### src/rtl/bcd_timer_pkg.sv
// Shared types and constants for the BCD countdown/stopwatch controller.
// Holds the FSM encoding, BCD limit, count-direction constants and a digit check.
package bcd_timer_pkg;

  typedef enum logic [1:0] {
    S_IDLE  = 2'd0,
    S_RUN   = 2'd1,
    S_PAUSE = 2'd2,
    S_DONE  = 2'd3
  } state_t;

  localparam logic [3:0] BCD_MAX = 4'd9;
  localparam logic [3:0] BCD_MIN = 4'd0;

  localparam logic MODE_DOWN = 1'b0;
  localparam logic MODE_UP   = 1'b1;

  function automatic logic is_bcd(input logic [3:0] d);
    return d <= BCD_MAX;
  endfunction

endpackage

### src/rtl/bcd_pair_counter.sv
// Two-digit BCD up/down counter with load, clear and saturating ends.
// Ports: clk, clr (async active-low), en, load, clear, up, d_u/d_t in; q_u/q_t, term out.
module bcd_pair_counter
  import bcd_timer_pkg::*;
(
  input  logic       clk,
  input  logic       clr,
  input  logic       en,
  input  logic       load,
  input  logic       clear,
  input  logic       up,
  input  logic [3:0] d_u,
  input  logic [3:0] d_t,
  output logic [3:0] q_u,
  output logic [3:0] q_t,
  output logic       term
);

  logic [3:0] nx_u;
  logic [3:0] nx_t;

  // Next value one count away; the ends saturate so Q stays BCD.
  always_comb begin
    nx_u = q_u;
    nx_t = q_t;
    if (up) begin
      if (q_u == BCD_MAX) begin
        if (q_t != BCD_MAX) begin
          nx_u = BCD_MIN;
          nx_t = q_t + 4'd1;
        end
      end else begin
        nx_u = q_u + 4'd1;
      end
    end else begin
      if (q_u == BCD_MIN) begin
        if (q_t != BCD_MIN) begin
          nx_u = BCD_MAX;
          nx_t = q_t - 4'd1;
        end
      end else begin
        nx_u = q_u - 4'd1;
      end
    end
  end

  // Terminal flag describes the value a count would produce.
  always_comb begin
    if (up)
      term = (nx_t == BCD_MAX) && (nx_u == BCD_MAX);
    else
      term = (nx_t == BCD_MIN) && (nx_u == BCD_MIN);
  end

  always_ff @(posedge clk or negedge clr) begin
    if (!clr) begin
      q_u <= '0;
      q_t <= '0;
    end else if (clear) begin
      q_u <= '0;
      q_t <= '0;
    end else if (load) begin
      q_u <= d_u;
      q_t <= d_t;
    end else if (en) begin
      q_u <= nx_u;
      q_t <= nx_t;
    end
  end

endmodule

### src/rtl/bcd_timer_ctrl.sv
// Countdown timer / saturating stopwatch sequencer for a 2-digit BCD counter.
// Ports: CLK, CLR, SET_U/SET_T, MODE, START, STOP in; Q_U/Q_T, RUN, DONE, ALARM, ERR out.
module bcd_timer_ctrl
  import bcd_timer_pkg::*;
#(
  parameter int TICK_DIV    = 100000000,
  parameter int DIV_W       = 27,
  parameter int ALARM_TICKS = 5
) (
  input  logic       CLK,
  input  logic       CLR,
  input  logic [3:0] SET_U,
  input  logic [3:0] SET_T,
  input  logic       MODE,
  input  logic       START,
  input  logic       STOP,
  output logic [3:0] Q_U,
  output logic [3:0] Q_T,
  output logic       RUN,
  output logic       DONE,
  output logic       ALARM,
  output logic       ERR
);

  localparam int AW = $clog2(ALARM_TICKS + 1);
  localparam logic [DIV_W-1:0] TICK_LAST = DIV_W'(TICK_DIV - 1);
  localparam logic [AW-1:0] ALARM_LAST = AW'(ALARM_TICKS - 1);

  state_t state;
  state_t state_n;

  logic [DIV_W-1:0] presc;
  logic [DIV_W-1:0] presc_n;
  logic [AW-1:0]    acnt;
  logic [AW-1:0]    acnt_n;
  logic             mode;
  logic             mode_n;
  logic             alarm_n;
  logic             err_n;

  logic cnt_en;
  logic cnt_load;
  logic cnt_clear;
  logic term;
  logic tick;
  logic set_ok;
  logic set_term;

  assign tick   = (presc == TICK_LAST);
  assign set_ok = is_bcd(SET_T) && is_bcd(SET_U);

  // A preset already at the end of its count has nothing to run.
  always_comb begin
    if (MODE == MODE_UP)
      set_term = (SET_T == BCD_MAX) && (SET_U == BCD_MAX);
    else
      set_term = (SET_T == BCD_MIN) && (SET_U == BCD_MIN);
  end

  bcd_pair_counter u_cnt (
    .clk   (CLK),
    .clr   (CLR),
    .en    (cnt_en),
    .load  (cnt_load),
    .clear (cnt_clear),
    .up    (mode),
    .d_u   (SET_U),
    .d_t   (SET_T),
    .q_u   (Q_U),
    .q_t   (Q_T),
    .term  (term)
  );

  always_comb begin
    state_n   = state;
    presc_n   = presc;
    acnt_n    = acnt;
    mode_n    = mode;
    alarm_n   = ALARM;
    err_n     = 1'b0;
    cnt_en    = 1'b0;
    cnt_load  = 1'b0;
    cnt_clear = 1'b0;
    unique case (state)
      S_IDLE: begin
        if (!STOP && START) begin
          if (set_ok) begin
            cnt_load = 1'b1;
            mode_n   = MODE;
            presc_n  = '0;
            if (set_term) begin
              state_n = S_DONE;
              alarm_n = 1'b1;
              acnt_n  = '0;
            end else begin
              state_n = S_RUN;
            end
          end else begin
            err_n = 1'b1;
          end
        end
      end
      S_RUN: begin
        presc_n = tick ? '0 : presc + DIV_W'(1);
        cnt_en  = tick;
        // Terminal tick beats a same-edge STOP.
        if (tick && term) begin
          state_n = S_DONE;
          alarm_n = 1'b1;
          acnt_n  = '0;
        end else if (STOP) begin
          state_n = S_PAUSE;
        end
      end
      S_PAUSE: begin
        if (STOP) begin
          state_n   = S_IDLE;
          cnt_clear = 1'b1;
        end else if (START) begin
          state_n = S_RUN;
        end
      end
      S_DONE: begin
        presc_n = tick ? '0 : presc + DIV_W'(1);
        if (ALARM && tick) begin
          acnt_n = acnt + AW'(1);
          if (acnt == ALARM_LAST)
            alarm_n = 1'b0;
        end
        if (START || STOP) begin
          state_n   = S_IDLE;
          cnt_clear = 1'b1;
          alarm_n   = 1'b0;
          acnt_n    = '0;
        end
      end
      default: begin
        state_n = S_IDLE;
      end
    endcase
  end

  always_ff @(posedge CLK or negedge CLR) begin
    if (!CLR) begin
      state <= S_IDLE;
      presc <= '0;
      acnt  <= '0;
      mode  <= MODE_DOWN;
      ALARM <= 1'b0;
      ERR   <= 1'b0;
    end else begin
      state <= state_n;
      presc <= presc_n;
      acnt  <= acnt_n;
      mode  <= mode_n;
      ALARM <= alarm_n;
      ERR   <= err_n;
    end
  end

  assign RUN  = (state == S_RUN);
  assign DONE = (state == S_DONE);

endmodule

### config.mk
export PLATFORM = sky130hd
export DESIGN_NAME = bcd_timer_ctrl
export DESIGN_NICKNAME = d
export VERILOG_FILES = /design/src/rtl/bcd_timer_pkg.sv /design/src/rtl/bcd_pair_counter.sv /design/src/rtl/bcd_timer_ctrl.sv
export SDC_FILE = /design/constraint.sdc
export NUM_CORES = 1
export LEC_CHECK = 0
export CORE_ASPECT_RATIO = 1.25
export CORE_MARGIN = 5
export CORE_UTILIZATION = 59
export DETAILED_ROUTE_END_ITERATION = 16
export GPL_TIMING_DRIVEN = 0
export PLACE_DENSITY = 0.81
export SLEW_MARGIN = 25
export SYNTH_ARGS = -nofsm -noshare
export SYNTH_HDL_FRONTEND = slang
export SYNTH_SLANG_ARGS = --single-unit
### constraint.sdc
create_clock -name CLK -period 3.5 [get_ports CLK]
set_input_delay 0.7 -clock CLK [delete_from_list [all_inputs] [get_ports CLK]]
set_output_delay 0.7 -clock CLK [all_outputs]
set_load 0.01 [all_outputs]
# Word-level counts from Yosys, hierarchy flattened
# Cells that the tools add are included.
[totals]
out_inout_bits = 12
mem_bits_ro = 0
in_bits = 13
register_bits = 43
n_memories = 0
latch_bits = 0
mem_bits_rw = 0
elab_cells = 118
[op_classes]
multipliers = 0
n_mux = 56
n_reduce_logical = 26
div = 0
bitwise = 0
shifts = 0
magnitude_cmp = 2
n_addsub = 6
n_eq_ne = 20
[ops]
columns = ["op", "count"]
rows = [
  ["2-to-1 mux 27 bit", 3],
  ["2-to-1 mux 4 bit", 16],
  ["one-hot mux 27 bit (2 select lines)", 1],
  ["adder 27 x 1 -> 27 bit, second input constant", 1],
  ["== test 27 bit, second input constant", 1],
  ["== test 4 bit, second input constant", 5],
  ["zero test 4 bit", 5],
  ["2-to-1 mux 1 bit", 18],
  ["2-to-1 mux 3 bit", 6],
  ["2-to-1 mux 2 bit", 8],
  ["one-hot mux 3 bit (3 select lines)", 1],
  ["adder 4 x 1 -> 4 bit, second input constant", 2],
  ["less-or-equal comparator 4 bit, second input constant", 2],
  ["logical AND 1 bit", 8],
  ["one-hot mux 2 bit (4 select lines)", 1],
  ["subtractor 4 x 1 -> 4 bit, second input constant", 2],
  ["AND reduction 7 bit", 1],
  ["inequality test 2 bit, second input constant", 3],
  ["inequality test 3 x 1 -> 1 bit, second input constant", 2],
  ["AND reduction 3 bit", 2],
  ["AND reduction 6 bit", 1],
  ["nonzero test 3 bit", 2],
  ["AND reduction 5 bit", 1],
  ["== test 2 bit, second input constant", 2],
  ["other kinds (15)", 16],
]

# Depth between registers and ports, before layout
# Gate-level depths: netlist of run 1.
[logic_depth]
ltp_word = 10
depth_mapped = 10
mapped_depth_nobuf = 9

# By module
# A second synthesis of run 1 with hierarchy kept.
[unflattened]
hier_cells = 359
hier_area_um2 = 3123.0
[by_module_without_submodules]
columns = ["mod", "n_inst", "area_each_um2", "seq_area_each_um2", "cells_per_inst"]
rows = [
  ["bcd_timer_ctrl", 1, 2167.1, 875.8, 234],
  ["bcd_pair_counter", 1, 955.9, 200.2, 125],
]

# Worst setup path before layout of run 1
# No wires, ideal clock.
[synth_timing]
kind = "register to register"
start = "reg u_cnt.q_u[1]"
end = "reg acnt[1]"
path_buffers = 0
stages_incl_launch_ff = 9
setup_time_ns = 0.120
required_time_ns = 3.380
path_slack_ns = 0.516
synth_period_minus_slack_ns = 2.984
arrival_ns = 2.864
path_cell_list = "dfrtp_1 > inv_1 > ha_1 > or3b_2 > mux4_2 > a2111oi_0 > a21oi_1 > or3_1 > a31o_1"
[synth_between]
elab_chain_len = 9
elab_cells_between_ends = 22
classes_between = "2 x add/sub; 4 x eq/ne; 9 x mux; 7 x reduce/logical"
[synth_lines]
columns = ["element", "line", "text"]
rows = [
  ["start, declared", "bcd_pair_counter.sv:14", "output logic [3:0] q_u,"],
  ["start signal, assigned", "bcd_pair_counter.sv:63", "q_u <= d_u;"],
  ["start signal, assigned", "bcd_pair_counter.sv:66", "q_u <= nx_u;"],
  ["subtractor 4 x 1 -> 4 bit, or another cell as far along", "bcd_pair_counter.sv:42", "nx_u = q_u - 4'd1;"],
  ["2-to-1 mux 4 bit, on equally long branches", "bcd_pair_counter.sv:36, bcd_pair_counter.sv:27", ""],
  ["2-to-1 mux 4 bit", "bcd_pair_counter.sv:26", "if (up) begin"],
  ["== test 4 bit / zero test 4 bit (equally long branches)", "bcd_pair_counter.sv:50, bcd_pair_counter.sv:52", ""],
  ["logical AND 1 bit, on equally long branches", "bcd_pair_counter.sv:50, bcd_pair_counter.sv:52", ""],
  ["2-to-1 mux 1 bit *", "bcd_pair_counter.sv:49", "if (up)"],
  ["logical AND 1 bit *", "bcd_timer_ctrl.sv:107", "if (tick && term) begin"],
  ["inequality test 2 x 1 -> 1 bit (no source line) *", "--", ""],
  ["AND reduction 6 bit (no source line) *", "--", ""],
  ["end signal, assigned", "bcd_timer_ctrl.sv:154", "acnt <= acnt_n;"],
  ["end, declared", "bcd_timer_ctrl.sv:34", "logic [AW-1:0] acnt;"],
]
# Every way passes the cells marked *; elsewhere a longest branch is shown, timed or not.
# A chain may end at the register's enable or synchronous reset.

# Worst setup path in the final report of run 1
[layout_timing]
start = "reg u_cnt.q_u[1]"
end = "reg state[1]"
[layout_between]
elab_chain_len = 9
elab_cells_between_ends = 24
classes_between = "2 x add/sub; 4 x eq/ne; 11 x mux; 7 x reduce/logical"
[layout_lines]
columns = ["element", "line", "text"]
rows = [
  ["subtractor 4 x 1 -> 4 bit, or another cell as far along", "bcd_pair_counter.sv:42", ""],
  ["2-to-1 mux 4 bit, on equally long branches", "bcd_pair_counter.sv:36, bcd_pair_counter.sv:27", ""],
  ["2-to-1 mux 4 bit", "bcd_pair_counter.sv:26", ""],
  ["== test 4 bit / zero test 4 bit (equally long branches)", "bcd_pair_counter.sv:50, bcd_pair_counter.sv:52", ""],
  ["logical AND 1 bit, on equally long branches", "bcd_pair_counter.sv:50, bcd_pair_counter.sv:52", ""],
  ["2-to-1 mux 1 bit *", "bcd_pair_counter.sv:49", ""],
  ["logical AND 1 bit *", "bcd_timer_ctrl.sv:107", ""],
  ["inequality test 3 x 2 -> 1 bit (no source line) / 2-to-1 mux 2 bit (equally long branches)", "--", ""],
  ["AND reduction 5 bit (no source line) / one-hot mux 2 bit (4 select lines) (equally long branches)", "--", ""],
  ["end signal, assigned", "bcd_timer_ctrl.sv:152", "state <= state_n;"],
  ["end, declared", "bcd_timer_ctrl.sv:29", "state_t state;"],
]
# Marked as above.

==> flow_summary.json, run 1 <==
{
  "area_delta_synth_final_pct": 14.6,
  "grtUsageTotal_pct": 24.3,
  "finalSetupTns_ns": 0,
  "final_max_slew_viol_count": 0,
  "synth_ff_type": "dfrtp_1",
  "holdWs_ns": 0.281,
  "num_rows": 29,
  "worst-setup-path-type": "flip-flop to flip-flop",
  "power_density_nw_per_um2": 561,
  "drcViolationCount": 0,
  "pin_count": 25,
  "filler_cell_count": 417,
  "cts_root_buffer": "clkbuf_8",
  "cp.arrival_ns": 3.55,
  "initial_utilization_pct": 60.5,
  "syn_inst": 361,
  "clock_latency_ns": 0.30,
  "end_kind": "flip-flop",
  "clock_sinks": 43,
  "htreeDepth": 2,
  "max-vdd-ir-drop_uv": 303,
  "hp-class": "primary input to asynchronous set/reset pin",
  "post-route-period-util_pct": 96.1,
  "synth-async-reset-ratio_pct": 100,
  "via_per_inst": 6.44,
  "coreArea_sq_um": 5040,
  "drive_gt1_share_pct": 6.63,
  "diodes": 0,
  "wl_per_cell_um": 17.1,
  "status": "finished, final reports clean",
  "yosysWarnings": 0,
  "skew_ns": 0.00943,
  "cts_hold_buf": 0,
  "drtIter0Drc": 171,
  "max_freq_mhz": 297,
  "r2r_cells": 8,
  "min_period_ns": 3.36,
  "most-common-layout-cells": "dfrtp_1, nor2_1, nand2_1",
  "vias": 2923,
  "drv_cap": 0,
  "synth_nets": 383,
  "setup_viol": 0,
  "syn_area_sq_um": 3050,
  "die_area_sq_um": 6720,
  "grt_first_pass_wirelength_mm": 13.2,
  "drt_first_pass_iters": 5,
  "grt_max_degree": 32,
  "ys_ff_latch": 43,
  "globalplace.congestion": 0.979,
  "leakage_nw": 1.43,
  "path_clk_slew_ns": 0.09,
  "rsz0062_at_grt": "no",
  "dp_hpwl_mm": 5.75,
  "wl_mm": 7.77,
  "clockBufferDepth": 2,
  "tritoncts": "done",
  "finalHoldViolCount": 0,
  "grt_pass1_vias": 2929,
  "critPathLaunchType": "flip-flop",
  "cts_inserted_buffers": 5,
  "synth_edf_count": 0,
  "nets": 413,
  "r2r-start": "u_cnt.q_u[1]$_DFFE_PN0P_",
  "avgSynthCellArea_sq_um": 8.45,
  "layout_commonest_cell": "dfrtp_1",
  "r2r_end": "state[1]$_DFFE_PN0P_",
  "crit_fanout": 8,
  "ys_seq_area_share_pct": 35.3,
  "cts_resized": 0,
  "grt_overflow": 0,
  "rrSetupSlack_ns": 0.14,
  "ant_nets": 0,
  "cts_setup_buffers": 0,
  "crit_required_ns": 3.69,
  "antenna_found_initial": 0,
  "ys_types": 59,
  "die_w_um": 74.3,
  "die_h_um": 90.4,
  "max-slew-margin-rel_pct": 43.8,
  "io_buffers": 22,
  "worst_pin_slew_ns": 0.833,
  "utilization_pct": 69.4
}
[registers in the layout (all words and copies together), names as in the netlist]
signal / flops
u_cnt.q_u: 4
presc: 27
ERR: 1
u_cnt.q_t: 4
acnt: 3
mode: 1
ALARM: 1
state: 2
[logic make-up after synthesis]
group / count (synthesis) / synth area share, %
AND/OR/NAND/NOR: 156 / 27.3
multiplexers: 12 / 4.47
XOR/XNOR: 14 / 4.02
AO/OA/AOI/OAI: 97 / 21.2
flip-flops: 43 / 35.3
adder cells (fa/ha/maj): 9 / 3.69
buffers and inverters: 30 / 3.98
[stage by stage]
stage          setup WS, ns  total power, W  area [sq um]  std cells
5_1_grt             0.00892         0.00211          3500        454
3_3_place_gp          0.137         0.00151          3350        445
3_5_place_dp         0.0967         0.00154          3360        446
4_1_cts              0.0314         0.00195          3490        454
2_1_floorplan         0.516         0.00126          3050        361
6_report              0.135         0.00196          3500        454
[Yosys cell counts, drive strengths merged, types with 6 or more instances]
cell / instances / share of area, %
dfrtp: 43 / 35
nor2: 36 / 4.4
nand2: 32 / 3.9
o21ai: 29 / 4.8
nand3: 21 / 3.4
a21oi: 20 / 3.3
inv: 14 / 1.7
clkbuf: 13 / 1.6
o31ai: 11 / 2.7
and3: 10 / 2.1
ha: 9 / 3.7
mux2i: 8 / 2.6
xor2: 8 / 2.3
nand3b: 7 / 1.7
nand4: 6 / 1.2
nor3: 6 / 0.98
nor4: 6 / 1.2
xnor2: 6 / 1.7
[per-layer routing]
layer | track usage (%) | part of all wire (%)
met5 | 0 | 0
met4 | 12.6 | 4.2
met3 | 3.67 | 5.9
met2 | 39.8 | 51
met1 | 30.3 | 39
[worst max path at each step]
stage	start	to	cells after the start	slack [ns]
2_1_floorplan	u_cnt.q_u[1]$_DFFE_PN0P_	acnt[1]$_DFFE_PN0P_	8	0.52
3_3_place_gp	u_cnt.q_t[0]$_DFFE_PN0P_	acnt[1]$_DFFE_PN0P_	9	0.14
6_report	u_cnt.q_u[1]$_DFFE_PN0P_	state[1]$_DFFE_PN0P_	8	0.14
3_5_place_dp	u_cnt.q_u[1]$_DFFE_PN0P_	acnt[1]$_DFFE_PN0P_	9	0.1
5_1_grt	u_cnt.q_u[1]$_DFFE_PN0P_	state[1]$_DFFE_PN0P_	10	0.009
4_1_cts	u_cnt.q_u[1]$_DFFE_PN0P_	state[1]$_DFFE_PN0P_	9	0.03
[worst max-delay path, cell delays in order, from the launching register on]
cell and delay, ns:
dfrtp_1 0.47, inv_1 0.18, ha_1 0.28, or3b_2 0.54, o311ai_0 0.31, o21ai_0 0.20, or4_1 0.63, or3_1 0.40
a211oi_1 0.26
[final cells by class]
class | count | area, sq um | area share (%)
flip-flops and latches | 43 | 1080 | 30.8
well taps | 62 | 77.6 | 2.22
clock buffers | 6 | 82.6 | 2.36
clock inverters | 2 | 38.8 | 1.11
inverters | 14 | 52.6 | 1.50
multi-input cells | 288 | 1870 | 53.4
plain buffers | 16 | 68.8 | 1.97
repair buffers | 23 | 235 | 6.72
[power breakdown]
group | switching [W] | internal, W | leakage [nW]
clock network | 0.000175 | 0.000235 | 0.0618
registers | 0.000120 | 0.000570 | 0.559
logic | 0.000467 | 0.000398 | 0.805
total | 0.000762 | 0.00120 | 1.43
(Power assumes the default switching activity.)
==> run 2: changes to the inputs <==
--- a/config.mk
+++ b/config.mk
@@ -10,5 +10,4 @@
 export CORE_UTILIZATION = 59
 export DETAILED_ROUTE_END_ITERATION = 16
-export GPL_TIMING_DRIVEN = 0
 export PLACE_DENSITY = 0.81
 export SLEW_MARGIN = 25
==> constraint.sdc (replaced) <==
create_clock -name CLK -period 3.5 [get_ports CLK]
set_input_delay 0.7 -clock CLK [delete_from_list [all_inputs] [get_ports CLK]]
set_output_delay 0.7 -clock CLK [all_outputs]
set_load 0.005 [all_outputs]
==> flow_summary.json, run 2 (synthesized netlist as in run 1, its figures left out) <==
{
  "rrSetupSlack_ns": 0.18,
  "grt_max_degree": 44,
  "place_inst": 438,
  "finalHoldViolCount": 0,
  "cts_hold_buf": 0,
  "cts_setup_buffers": 0,
  "worst-setup-path-type": "flip-flop to flip-flop",
  "wl_per_cell_um": 17.0,
  "worst_pin_slew_ns": 0.935,
  "r2r-start": "u_cnt.q_u[1]$_DFFE_PN0P_",
  "drt_first_pass_iters": 4,
  "grt_pass1_vias": 2759,
  "io_buffers": 24,
  "crit_required_ns": 3.69,
  "crit_fanout": 8,
  "globalplace.congestion": 0.949,
  "max_freq_mhz": 301,
  "die_w_um": 74.3,
  "skew_ns": 0.00353,
  "tritoncts": "done",
  "die_area_sq_um": 6720,
  "r2r_cells": 8,
  "leakage_nw": 1.41,
  "critPathLaunchType": "flip-flop",
  "initial_utilization_pct": 60.5,
  "grtUsageTotal_pct": 24.1,
  "dp_hpwl_mm": 5.67,
  "drv_cap": 0,
  "max-vdd-ir-drop_uv": 318,
  "cts_resized": 0,
  "top_regs": "presc: 27 flops, u_cnt.q_t: 4 flops, u_cnt.q_u: 4 flops",
  "drive_gt1_share_pct": 7.29,
  "largest_reg_flops": 27,
  "path_clk_slew_ns": 0.08,
  "grt_first_pass_wirelength_mm": 12.9,
  "htreeDepth": 2,
  "min_to": "presc[24]$_DFFE_PN0P_",
  "ant_nets": 0,
  "cts_inserted_buffers": 5,
  "holdWs_ns": 0.488,
  "antenna_found_initial": 0,
  "largest-register": "presc",
  "setup_viol": 0,
  "grt_overflow": 0,
  "clock_latency_ns": 0.30,
  "area_delta_synth_final_pct": 12.8,
  "worstHoldStart": "presc[24]$_DFFE_PN0P_",
  "most-common-layout-cells": "dfrtp_1, nor2_1, nand2_1",
  "status": "finished, final reports clean",
  "pin_count": 25,
  "finalSetupTns_ns": 0,
  "rsz0062_at_grt": "no",
  "cp.arrival_ns": 3.52,
  "final_max_slew_viol_count": 0,
  "drtIter0Drc": 239,
  "coreArea_sq_um": 5040,
  "max-slew-margin-rel_pct": 37.7,
  "layout_commonest_cell": "dfrtp_1",
  "vias": 2820,
  "post-route-period-util_pct": 94.9,
  "power_density_nw_per_um2": 535,
  "num_rows": 29,
  "hold_depth": 1,
  "diodes": 0,
  "clockBufferDepth": 2,
  "nets": 405,
  "end_kind": "flip-flop",
  "via_per_inst": 6.32,
  "instances_no_fill": 446,
  "cts_root_buffer": "clkbuf_8",
  "min_period_ns": 3.32,
  "r2r_end": "acnt[1]$_DFFE_PN0P_",
  "drcViolationCount": 0,
  "hp-class": "flip-flop to flip-flop",
  "wl_mm": 7.59,
  "die_h_um": 90.4,
  "clock_sinks": 43
}
-- run 2: per-layer routing --
layer / share of wire [%] / routed length (um) / global-route usage (%)
met5: 0 / 0 / 0
met4: 3.9 / 296 / 11.1
met3: 4.4 / 331 / 4.90
met2: 49 / 3710 / 38.7
met1: 43 / 3260 / 30.6
-- run 2: report_power, final --
group | switching [W] | total, W | leakage, nW | internal (W)
clock network | 0.000168 | 0.000307 | 0.0412 | 0.000139
logic | 0.000411 | 0.000806 | 0.810 | 0.000395
registers | 0.000160 | 0.000729 | 0.559 | 0.000569
-- run 2: worst max path at each step --
stage                                        start             endpoint  depth (start not counted)
after CTS                 u_cnt.q_u[1]$_DFFE_PN0P_  acnt[1]$_DFFE_PN0P_                          8
after floorplan           u_cnt.q_u[1]$_DFFE_PN0P_  acnt[1]$_DFFE_PN0P_                          8
after detailed placement  u_cnt.q_u[1]$_DFFE_PN0P_  acnt[1]$_DFFE_PN0P_                          8
after global routing      u_cnt.q_t[1]$_DFFE_PN0P_  acnt[1]$_DFFE_PN0P_                          9
after global placement    u_cnt.q_t[1]$_DFFE_PN0P_  acnt[1]$_DFFE_PN0P_                          9
final                     u_cnt.q_u[1]$_DFFE_PN0P_  acnt[1]$_DFFE_PN0P_                          8
-- run 2: layout make-up --
| type | instances | area (sq um) |
|---|---|---|
| clock inverters | 2 | 12.5 |
| flip-flops and latches | 43 | 1080 |
| clock buffers | 6 | 72.6 |
| well taps | 62 | 77.6 |
| multi-input cells | 288 | 1860 |
| inverters | 14 | 52.6 |
| repair buffers | 31 | 288 |
| fillers | 400 | 1600 |
-- run 2: worst max-delay path: stages (launching register included) --
cell       delay (ns)
dfrtp_1          0.47
inv_1            0.16
ha_1             0.27
or3b_2           0.53
mux4_2           0.51
a2111oi_0        0.49
a21oi_1          0.15
or3_1            0.41
a31o_1           0.22
-- run 2: stage by stage --
step,utilization (%),total power (W),instance area (sq um),setup slack (ns)
finish,68.2,0.00184,3440,0.177
CTS,68.2,0.00184,3440,0.225
global route,68.2,0.00199,3440,0.0460
global placement,66.5,0.00152,3360,0.260
detailed placement,66.5,0.00153,3360,0.233
floorplan,-,0.00124,3050,0.546
